**src/rtl/hw_accel_s2mm_framer.sv**
```systemverilog
// hw_accel_s2mm_framer
// Frames an accelerator output stream into fixed-size frames for a DMA S2MM
// channel. Every frame is FRAME_WIDTH*FRAME_HEIGHT beats. Short frames are
// forwarded with m_last on the early s_last. Long frames are cut at N beats,
// and the excess beats are dropped until the upstream s_last arrives.
//
// Ports
//   clk, rstn     : clock, synchronous active-low reset
//   enable        : level, permits acceptance of new frames
//   clear_err     : pulse, clears the sticky error flags
//   s_valid/s_ready/s_data/s_last : upstream stream
//   m_valid/m_ready/m_data/m_last : downstream stream
//   frame_done    : one-cycle pulse in the cycle after an m_last beat is
//                   accepted downstream
//   frame_count   : completed frames, wraps at 16 bits
//   err_short     : sticky, a frame ended before N beats
//   err_long      : sticky, a frame ran past N beats
//   busy          : FSM is in RUN or DROP
module hw_accel_s2mm_framer #(
  parameter int DATA_WIDTH   = 32,
  parameter int FRAME_WIDTH  = 1920,
  parameter int FRAME_HEIGHT = 1080
) (
  input  logic                  clk,
  input  logic                  rstn,
  input  logic                  enable,
  input  logic                  clear_err,
  input  logic                  s_valid,
  output logic                  s_ready,
  input  logic [DATA_WIDTH-1:0] s_data,
  input  logic                  s_last,
  output logic                  m_valid,
  input  logic                  m_ready,
  output logic [DATA_WIDTH-1:0] m_data,
  output logic                  m_last,
  output logic                  frame_done,
  output logic [15:0]           frame_count,
  output logic                  err_short,
  output logic                  err_long,
  output logic                  busy
);

  localparam int N     = FRAME_WIDTH * FRAME_HEIGHT;
  localparam int CNT_W = (N > 1) ? $clog2(N) : 1;
  localparam logic [CNT_W-1:0] LAST_IDX = CNT_W'(N - 1);

  typedef enum logic [1:0] {
    ST_IDLE,
    ST_RUN,
    ST_DROP
  } state_t;

  state_t                state, state_nxt;
  logic [CNT_W-1:0]      cnt, cnt_nxt;

  // Second buffer entry. The first entry is the m_* output register itself.
  logic                  sk_valid;
  logic [DATA_WIDTH-1:0] sk_data;
  logic                  sk_last;

  logic                  s_acc;
  logic                  push;
  logic                  pop;
  logic                  at_end;
  logic                  fwd_last;
  logic                  set_short;
  logic                  set_long;
  logic [1:0]            occ;
  logic [1:0]            occ_nxt;

  always_comb begin
    s_acc     = s_valid && s_ready;
    push      = s_acc && (state == ST_RUN);
    pop       = m_valid && m_ready;
    at_end    = (cnt == LAST_IDX);
    state_nxt = state;
    cnt_nxt   = cnt;
    fwd_last  = 1'b0;
    set_short = 1'b0;
    set_long  = 1'b0;

    case (state)
      ST_IDLE: begin
        if (enable) state_nxt = ST_RUN;
      end
      ST_RUN: begin
        if (s_acc) begin
          if (s_last || at_end) begin
            fwd_last = 1'b1;
            cnt_nxt  = '0;
            if (s_last) begin
              set_short = !at_end;
              state_nxt = enable ? ST_RUN : ST_IDLE;
            end else begin
              set_long  = 1'b1;
              state_nxt = ST_DROP;
            end
          end else begin
            cnt_nxt = cnt + CNT_W'(1);
          end
        end
      end
      ST_DROP: begin
        if (s_acc && s_last) state_nxt = enable ? ST_RUN : ST_IDLE;
      end
      default: state_nxt = ST_IDLE;
    endcase

    occ     = {1'b0, m_valid} + {1'b0, sk_valid};
    occ_nxt = occ + {1'b0, push} - {1'b0, pop};
  end

  always_ff @(posedge clk) begin
    if (!rstn) begin
      state       <= ST_IDLE;
      cnt         <= '0;
      s_ready     <= 1'b0;
      busy        <= 1'b0;
      m_valid     <= 1'b0;
      m_data      <= '0;
      m_last      <= 1'b0;
      sk_valid    <= 1'b0;
      sk_data     <= '0;
      sk_last     <= 1'b0;
      frame_done  <= 1'b0;
      frame_count <= '0;
      err_short   <= 1'b0;
      err_long    <= 1'b0;
    end else begin
      state <= state_nxt;
      cnt   <= cnt_nxt;

      // s_ready is registered from the next occupancy, so a push in the same
      // cycle as a pop leaves it asserted.
      s_ready <= (occ_nxt != 2'd2) && (state_nxt != ST_IDLE);
      busy    <= (state_nxt != ST_IDLE);

      // The skid entry captures every upstream beat; sk_valid decides whether
      // it holds a live beat.
      if (push) begin
        sk_data <= s_data;
        sk_last <= fwd_last;
      end

      if (!m_valid || pop) begin
        if (sk_valid) begin
          m_valid <= 1'b1;
          m_data  <= sk_data;
          m_last  <= sk_last;
        end else if (push) begin
          m_valid <= 1'b1;
          m_data  <= s_data;
          m_last  <= fwd_last;
        end else begin
          m_valid <= 1'b0;
        end
        // The skid entry stays occupied only when it moved to the output
        // and a new beat replaced it in the same cycle.
        sk_valid <= sk_valid && push;
      end else if (push) begin
        sk_valid <= 1'b1;
      end

      frame_done <= pop && m_last;
      if (pop && m_last) frame_count <= frame_count + 16'd1;

      err_short <= set_short || (err_short && !clear_err);
      err_long  <= set_long  || (err_long  && !clear_err);
    end
  end

endmodule

```
**config.mk**
```make
export PLATFORM = sky130hd
export DESIGN_NAME = hw_accel_s2mm_framer
export DESIGN_NICKNAME = d
export VERILOG_FILES = /design/src/rtl/hw_accel_s2mm_framer.sv
export SDC_FILE = /design/constraint.sdc
export NUM_CORES = 1
export LEC_CHECK = 0
export ABC_AREA = 1
export BUFFER_PORTS_ARGS = -buffer_cell sky130_fd_sc_hd__buf_2
export CELL_PAD_IN_SITES_DETAIL_PLACEMENT = 1
export CELL_PAD_IN_SITES_GLOBAL_PLACEMENT = 2
export CORE_ASPECT_RATIO = 1.2
export CORE_UTILIZATION = 31
export DETAILED_ROUTE_END_ITERATION = 8
export GPL_TIMING_DRIVEN = 0
export HOLD_SLACK_MARGIN = 0.1
export PLACE_DENSITY = 0.87
export RECOVER_POWER = 25
export SLEW_MARGIN = 5
export SYNTH_ARGS = -nofsm -noshare
export SYNTH_HDL_FRONTEND = slang
export SYNTH_SLANG_ARGS = --single-unit
```
**constraint.sdc**
```tcl
create_clock -name clk -period 2.3 [get_ports clk]
set_input_delay 0.46 -clock clk [delete_from_list [all_inputs] [get_ports clk]]
set_output_delay 0.46 -clock clk [all_outputs]
set_load 0.01 [all_outputs]
```
# Word level (Yosys, flattened, before mapping)
# Cells that the tools add are included.
dict set report classes {
  n_addsub 5
  n_eq_ne 4
  n_mux 27
  n_reduce_logical 22
}
# cell count
set op_table {}
lappend op_table {{$mux 32} 2}
lappend op_table {{$add 21x1->21 const B} 1}
lappend op_table {{$eq 21x21->1 const B} 1}
lappend op_table {{$mux 21} 1}
lappend op_table {{$mux 1} 18}
lappend op_table {{$add 16x1->16 const B} 1}
lappend op_table {{$mux 2} 5}
lappend op_table {{$logic_and 1x1->1} 9}
lappend op_table {{$pmux 2 s3} 1}
lappend op_table {{$reduce_bool 2->1} 3}
lappend op_table {{$logic_or 1x1->1} 4}
lappend op_table {{$reduce_and 2->1} 2}
lappend op_table {{$logic_not 1->1} 3}
lappend op_table {{$add 1x1->2} 1}
lappend op_table {{$add 2x1->2} 1}
lappend op_table {{$eq 2x1->1 const B} 1}
lappend op_table {{$eq 2x2->1 const B} 1}
lappend op_table {{$logic_not 2->1} 1}
lappend op_table {{$ne 2x2->1 const B} 1}
lappend op_table {{$sub 2x1->2} 1}
dict set report word_totals {
  ff_bits 112
  out_inout_bits 55
  word_cells 72
}

# Depth between registers and ports, before layout
dict set report logic_depth {
  word_depth 7
  depth_mapped 11
  mapped_depth_nobuf 11
}

# Least setup slack after synthesis
# OpenSTA, ideal clock, no wires.
dict set report synth_path {
  path_type {in2reg}
  start {in s_valid}
  end {reg s_ready}
  setup_ns 0.128
  arrival_time_ns 1.748
  required_ns 2.172
  slack_ns 0.424
  stages 10
  cell_sequence {nand2_1 inv_1 nand2_2 buf_6 clkbuf_1 fa_1 xnor2_1 nand2_1 nand2_1 nor2_1}
}
dict set report synth_between {
  elab_chain_cells 6
}
# item line_no
set synth_rtl {}
lappend synth_rtl {{start, declared} 28} ;# input logic s_valid,
lappend synth_rtl {{$logic_and 1x1->1 (*)} 72} ;# s_acc = s_valid && s_ready;
lappend synth_rtl {{$logic_and 1x1->1, on equally long branches} {73, 104}}
lappend synth_rtl {{$add 2x1->2 or $mux 2 (tied branches)} {110, 104}}
lappend synth_rtl {{$sub 2x1->2 or $pmux 2 s3 (tied branches)} {110, 82}}
lappend synth_rtl {{$ne 2x2->1 or $reduce_bool 2->1 (tied branches)} 135} ;# s_ready <= (occ_nxt != 2'd2) && (state_nxt != ST_IDLE);
lappend synth_rtl {{$logic_and 1x1->1 (*)} 135}
lappend synth_rtl {{end signal, assigned} 135}
lappend synth_rtl {{end, declared} 29} ;# output logic s_ready,
# Every way passes the cells marked *; elsewhere a longest branch is shown, timed or not.
# A chain may end at the register's enable or synchronous reset.

# Worst setup path in the final report
dict set report layout_path {
  start {reg sk_valid}
  end {reg s_ready}
}
dict set report layout_between {
  elab_chain_cells 5
}
# item line_no
set layout_rtl {}
lappend layout_rtl {{start, declared} 57} ;# logic sk_valid;
lappend layout_rtl {{start signal, assigned} 159} ;# sk_valid <= sk_valid && push;
lappend layout_rtl {{$add 1x1->2} 109} ;# occ = {1'b0, m_valid} + {1'b0, sk_valid};
lappend layout_rtl {{$add 2x1->2} 110} ;# occ_nxt = occ + {1'b0, push} - {1'b0, pop};
lappend layout_rtl {{$sub 2x1->2} 110}
lappend layout_rtl {{$ne 2x2->1} 135}
lappend layout_rtl {{$logic_and 1x1->1} 135}
# Every way passes these cells.

==> run_results.csv <==
group,metric,value,unit
setup_path,cp_common_cell,"nand2_1",
clocking,cts_root_buf,"clkbuf_16",
logic_synthesis,yosysWarnings,0,
floorplan,ios,94,
grt,antenna_found_initial,1,
layout,multi_input_area,2250,um^2
clocking,post-cts-setup-buffer-count,0,
grt,met1_usage,20.72,%
timing,rsz0062_at_grt,"false",
grt,grt_pass1_wl,22720,um
setup_path,start_kind,"flip-flop",
timing,skew,0.01535,ns
run,cap_violations,0,
layout,nets,792,
clocking,numCtsBuffers,9,
grt,grt_pass1_vias,4806,
logic_synthesis,syn_area_per_cell,7.509,um^2
place,dp.cells,944,
setup_path,worst-setup-path-type,"reg2reg",
timing,slew_headroom,63.53,%
logic_synthesis,syn-cell-area,4858,um^2
layout,syn_to_final_growth,19.68,%
logic_synthesis,synth-seq-cells,112,
floorplan,fp.dieW,116.3,um
logic_synthesis,synth-edff-count,0,
timing,period_minus_slack,1.943,ns
route,drtIter0Drc,189,
clocking,insertion_delay,0.35,ns
floorplan,coreArea,15140,um^2
clocking,htree_levels,3,
floorplan,dieHeight,139.1,um
logic_synthesis,netlist_instances,647,
layout,fin_util,38.40,%
place,dp.final_hpwl,10320,um
timing,fmax,514.6,MHz
setup_path,path_max_fanout,17,
clocking,cts_tree,"done",
clocking,holdBufCountCts,0,
clocking,clock_path_buffers,2,
place,place.gp.congestion,0.7523,
logic_synthesis,seq_area_frac_synth,46.15,%
clocking,clkTransAtPathRegs,0.08,ns
grt,busiest_layer,"met2",
grt,grt_max_degree,19,
floorplan,start_util,32.08,%
route,wl_per_cell,14.33,um
floorplan,num_rows,49,
route,viasPerCell,4.772,
logic_synthesis,synth.distinct_cells,38,
place,io_buffers,93,
setup_path,max_stage_delay,0.38,ns
route,ant_nets,0,
setup_path,crit_arrival,2.18,ns
layout,instances_no_fill,959,
layout,drive_gt1_share,15.65,%
setup_path,cp-end-kind,"flip-flop",
grt,grt.total_usage,17.61,%
grt,grt_util_met2,31.24,%
setup_path,path_delay_family,"adder cells",
timing,slew_violations,0,
grt,grt_overflow,0,
timing,setup_viol,0,
timing,hold_viol,0,
setup_path,cp.required,2.53,ns
layout,register_area,2242,um^2
floorplan,fp.dieArea,16180,um^2
min_path,hold_path.class,"in2reg",
timing,worst_pin_slew,0.5471,ns
logic_synthesis,ys_async_sr_fraction,0,%
route,drt-total-wl,13740,um
outcome,outcome,"finished, final reports clean",
logic_synthesis,ys_dominant_reg_cell,"dfxtp_1",
power,ir_drop,0.0003129,V
clocking,clock-sinks,112,
timing,fin_crit_sh,84.48,%
setup_path,critPathBufInv,2,
grt,grt_util_met3,3.453,%
power,p_leak,0.002386,uW
layout,n_fill_cell,1943,
setup_path,path_cells,"buf_2 > inv_2 > ha_1 > fa_1 > xnor2_1 > nand2_1 > nand2_1 > nor2_1",
logic_synthesis,syn_nets,690,
route,first_pass_iters,4,
route,vias,4576,
route,drc_errors,0,
setup_path,cp_slowest_cell,"fa_1",
power,power_density,657.0,nW/um^2
==> where the power goes <==
| part | switching [uW] | internal (uW) | leakage, uW |
|---|---|---|---|
| sequential | 21.3 | 1980 | 0.000906 |
| clock | 753 | 836 | 0.000143 |
| combinational | 147 | 83.1 | 0.00134 |
| total | 921 | 2900 | 0.00239 |
==> kinds of logic (layout without fill, tap and decap cells) <==
| logic type | count (synthesis) | count (layout) | synth area share, % |
|---|---|---|---|
| AND/OR/NAND/NOR | 300 | 300 | 27.97 |
| XOR/XNOR | 5 | 5 | 0.9015 |
| flip-flops | 112 | 112 | 46.15 |
| adder cells (fa/ha/maj) | 4 | 4 | 1.185 |
| other | 0 | 1 | 0 |
| AO/OA/AOI/OAI | 145 | 145 | 16.56 |
| buffers and inverters | 81 | 188 | 7.236 |
==> layout make-up <==
| cell class | count | share of cell area (%) |
|---|---|---|
| Multi-Input combinational cell | 454 | 38.69 |
| Sequential cell | 112 | 38.56 |
| Antenna cell | 1 | 0.04304 |
| Clock inverter | 4 | 0.6025 |
| Inverter | 49 | 3.163 |
| Clock buffer | 12 | 4.584 |
| Timing Repair Buffer | 93 | 7.209 |
| Buffer | 30 | 2.754 |
| Tap cell | 204 | 4.390 |
==> metal layers <==
layer / part of all wire [%] / routed length [um]
met2: 50 / 6896
met1: 44 / 6110
met5: 0 / 0
met3: 3.8 / 516
met4: 1.6 / 217
==> cells in the mapped netlist (3+ instances only) <==
cell type	n	share of area, %
nor2_2	5	0.64
buf_6	5	1.2
a21oi_1	25	2.6
a211oi_1	3	0.46
nor2_4	10	2.3
clkbuf_1	20	1.5
o21ai_1	12	1.2
nand2_2	5	0.64
o21ai_0	63	6.5
xnor2_1	3	0.54
nor3_1	9	0.93
inv_2	4	0.31
a31oi_1	34	4.4
nand2_1	136	11
nor2_1	104	8.0
inv_1	44	3.4
buf_2	5	0.51
dfxtp_1	112	46
nand3_1	19	2.0
nand3_2	3	0.62
ha_1	3	0.77
==> worst paths after layout <==
path / slack [ns] / end / from / cells after the start
setup reg to reg: 0.36 / s_ready$_SDFF_PN0_ / sk_valid$_SDFFE_PN0P_ / 8
hold / removal: 0.35 / sk_data[18]$_SDFFE_PN0P_ / s_data[18] / 3
hold reg to reg: 0.45 / cnt[18]$_SDFFE_PN0P_ / cnt[18]$_SDFFE_PN0P_ / 2
setup / recovery: 0.36 / s_ready$_SDFF_PN0_ / sk_valid$_SDFFE_PN0P_ / 8
==> worst register-to-register path, cell delays in order, from the launching register on <==
cell     delay [ns]
dfxtp_1        0.30
buf_2          0.17
inv_2          0.28
ha_1           0.31
fa_1           0.38
xnor2_1        0.17
nand2_1        0.10
nand2_1        0.08
nor2_1         0.04
==> metrics by stage <==
step	total power (uW)	cell area [um^2]	hold slack (ns)	worst slack, ns	TNS [ns]
finish	3820	5814	0.3501	0.3569	0
CTS	3873	5877	0.3403	0.1561	0
global placement	2277	5579	0.4312	-0.08476	-0.08476
global route	3971	5812	0.3559	0.1857	0
detailed placement	2286	5579	0.4513	-0.09172	-0.09172
floorplan	2171	4858	0.4208	0.4242	0
==> what timing repair did <==
action / CTS / global route
setup endpoints to repair: 1 / 1
resized for setup: 0 / 0
endpoints found under the hold margin: 0 / 0
==> sequential cells by signal (all words and copies together) (netlist names) <==
signal	count
sk_last	1
busy	1
err_long	1
m_data	32
err_short	1
frame_count	16
m_valid	1
frame_done	1
sk_valid	1
m_last	1
state	2
sk_data	32
s_ready	1
cnt	21
==> cell usage in the layout (no fill, tap or decap), types with 2 or more instances in the layout <==
| master | n |
|---|---|
| nand2_1 | 136 |
| dfxtp_1 | 112 |
| nor2_1 | 105 |
| o21ai_0 | 63 |
| buf_2 | 61 |
| clkbuf_1 | 55 |
| inv_1 | 44 |
| a31oi_1 | 34 |
| a21oi_1 | 25 |
| nand3_1 | 20 |
| o21ai_1 | 12 |
| nor2_4 | 10 |
| nor3_1 | 9 |
| clkbuf_16 | 9 |
| nand2_2 | 5 |
| buf_6 | 5 |
| inv_2 | 4 |
| nor2_2 | 4 |
| nand3_2 | 3 |
| xnor2_1 | 3 |
| a211oi_1 | 3 |
| ha_1 | 3 |
| clkbuf_8 | 3 |
| xor2_1 | 2 |
| nand2_4 | 2 |
| o21a_1 | 2 |
| nor3_2 | 2 |
| a21oi_2 | 2 |
| clkinvlp_4 | 2 |
No activity file was read; power rests on OpenSTA's default activity.
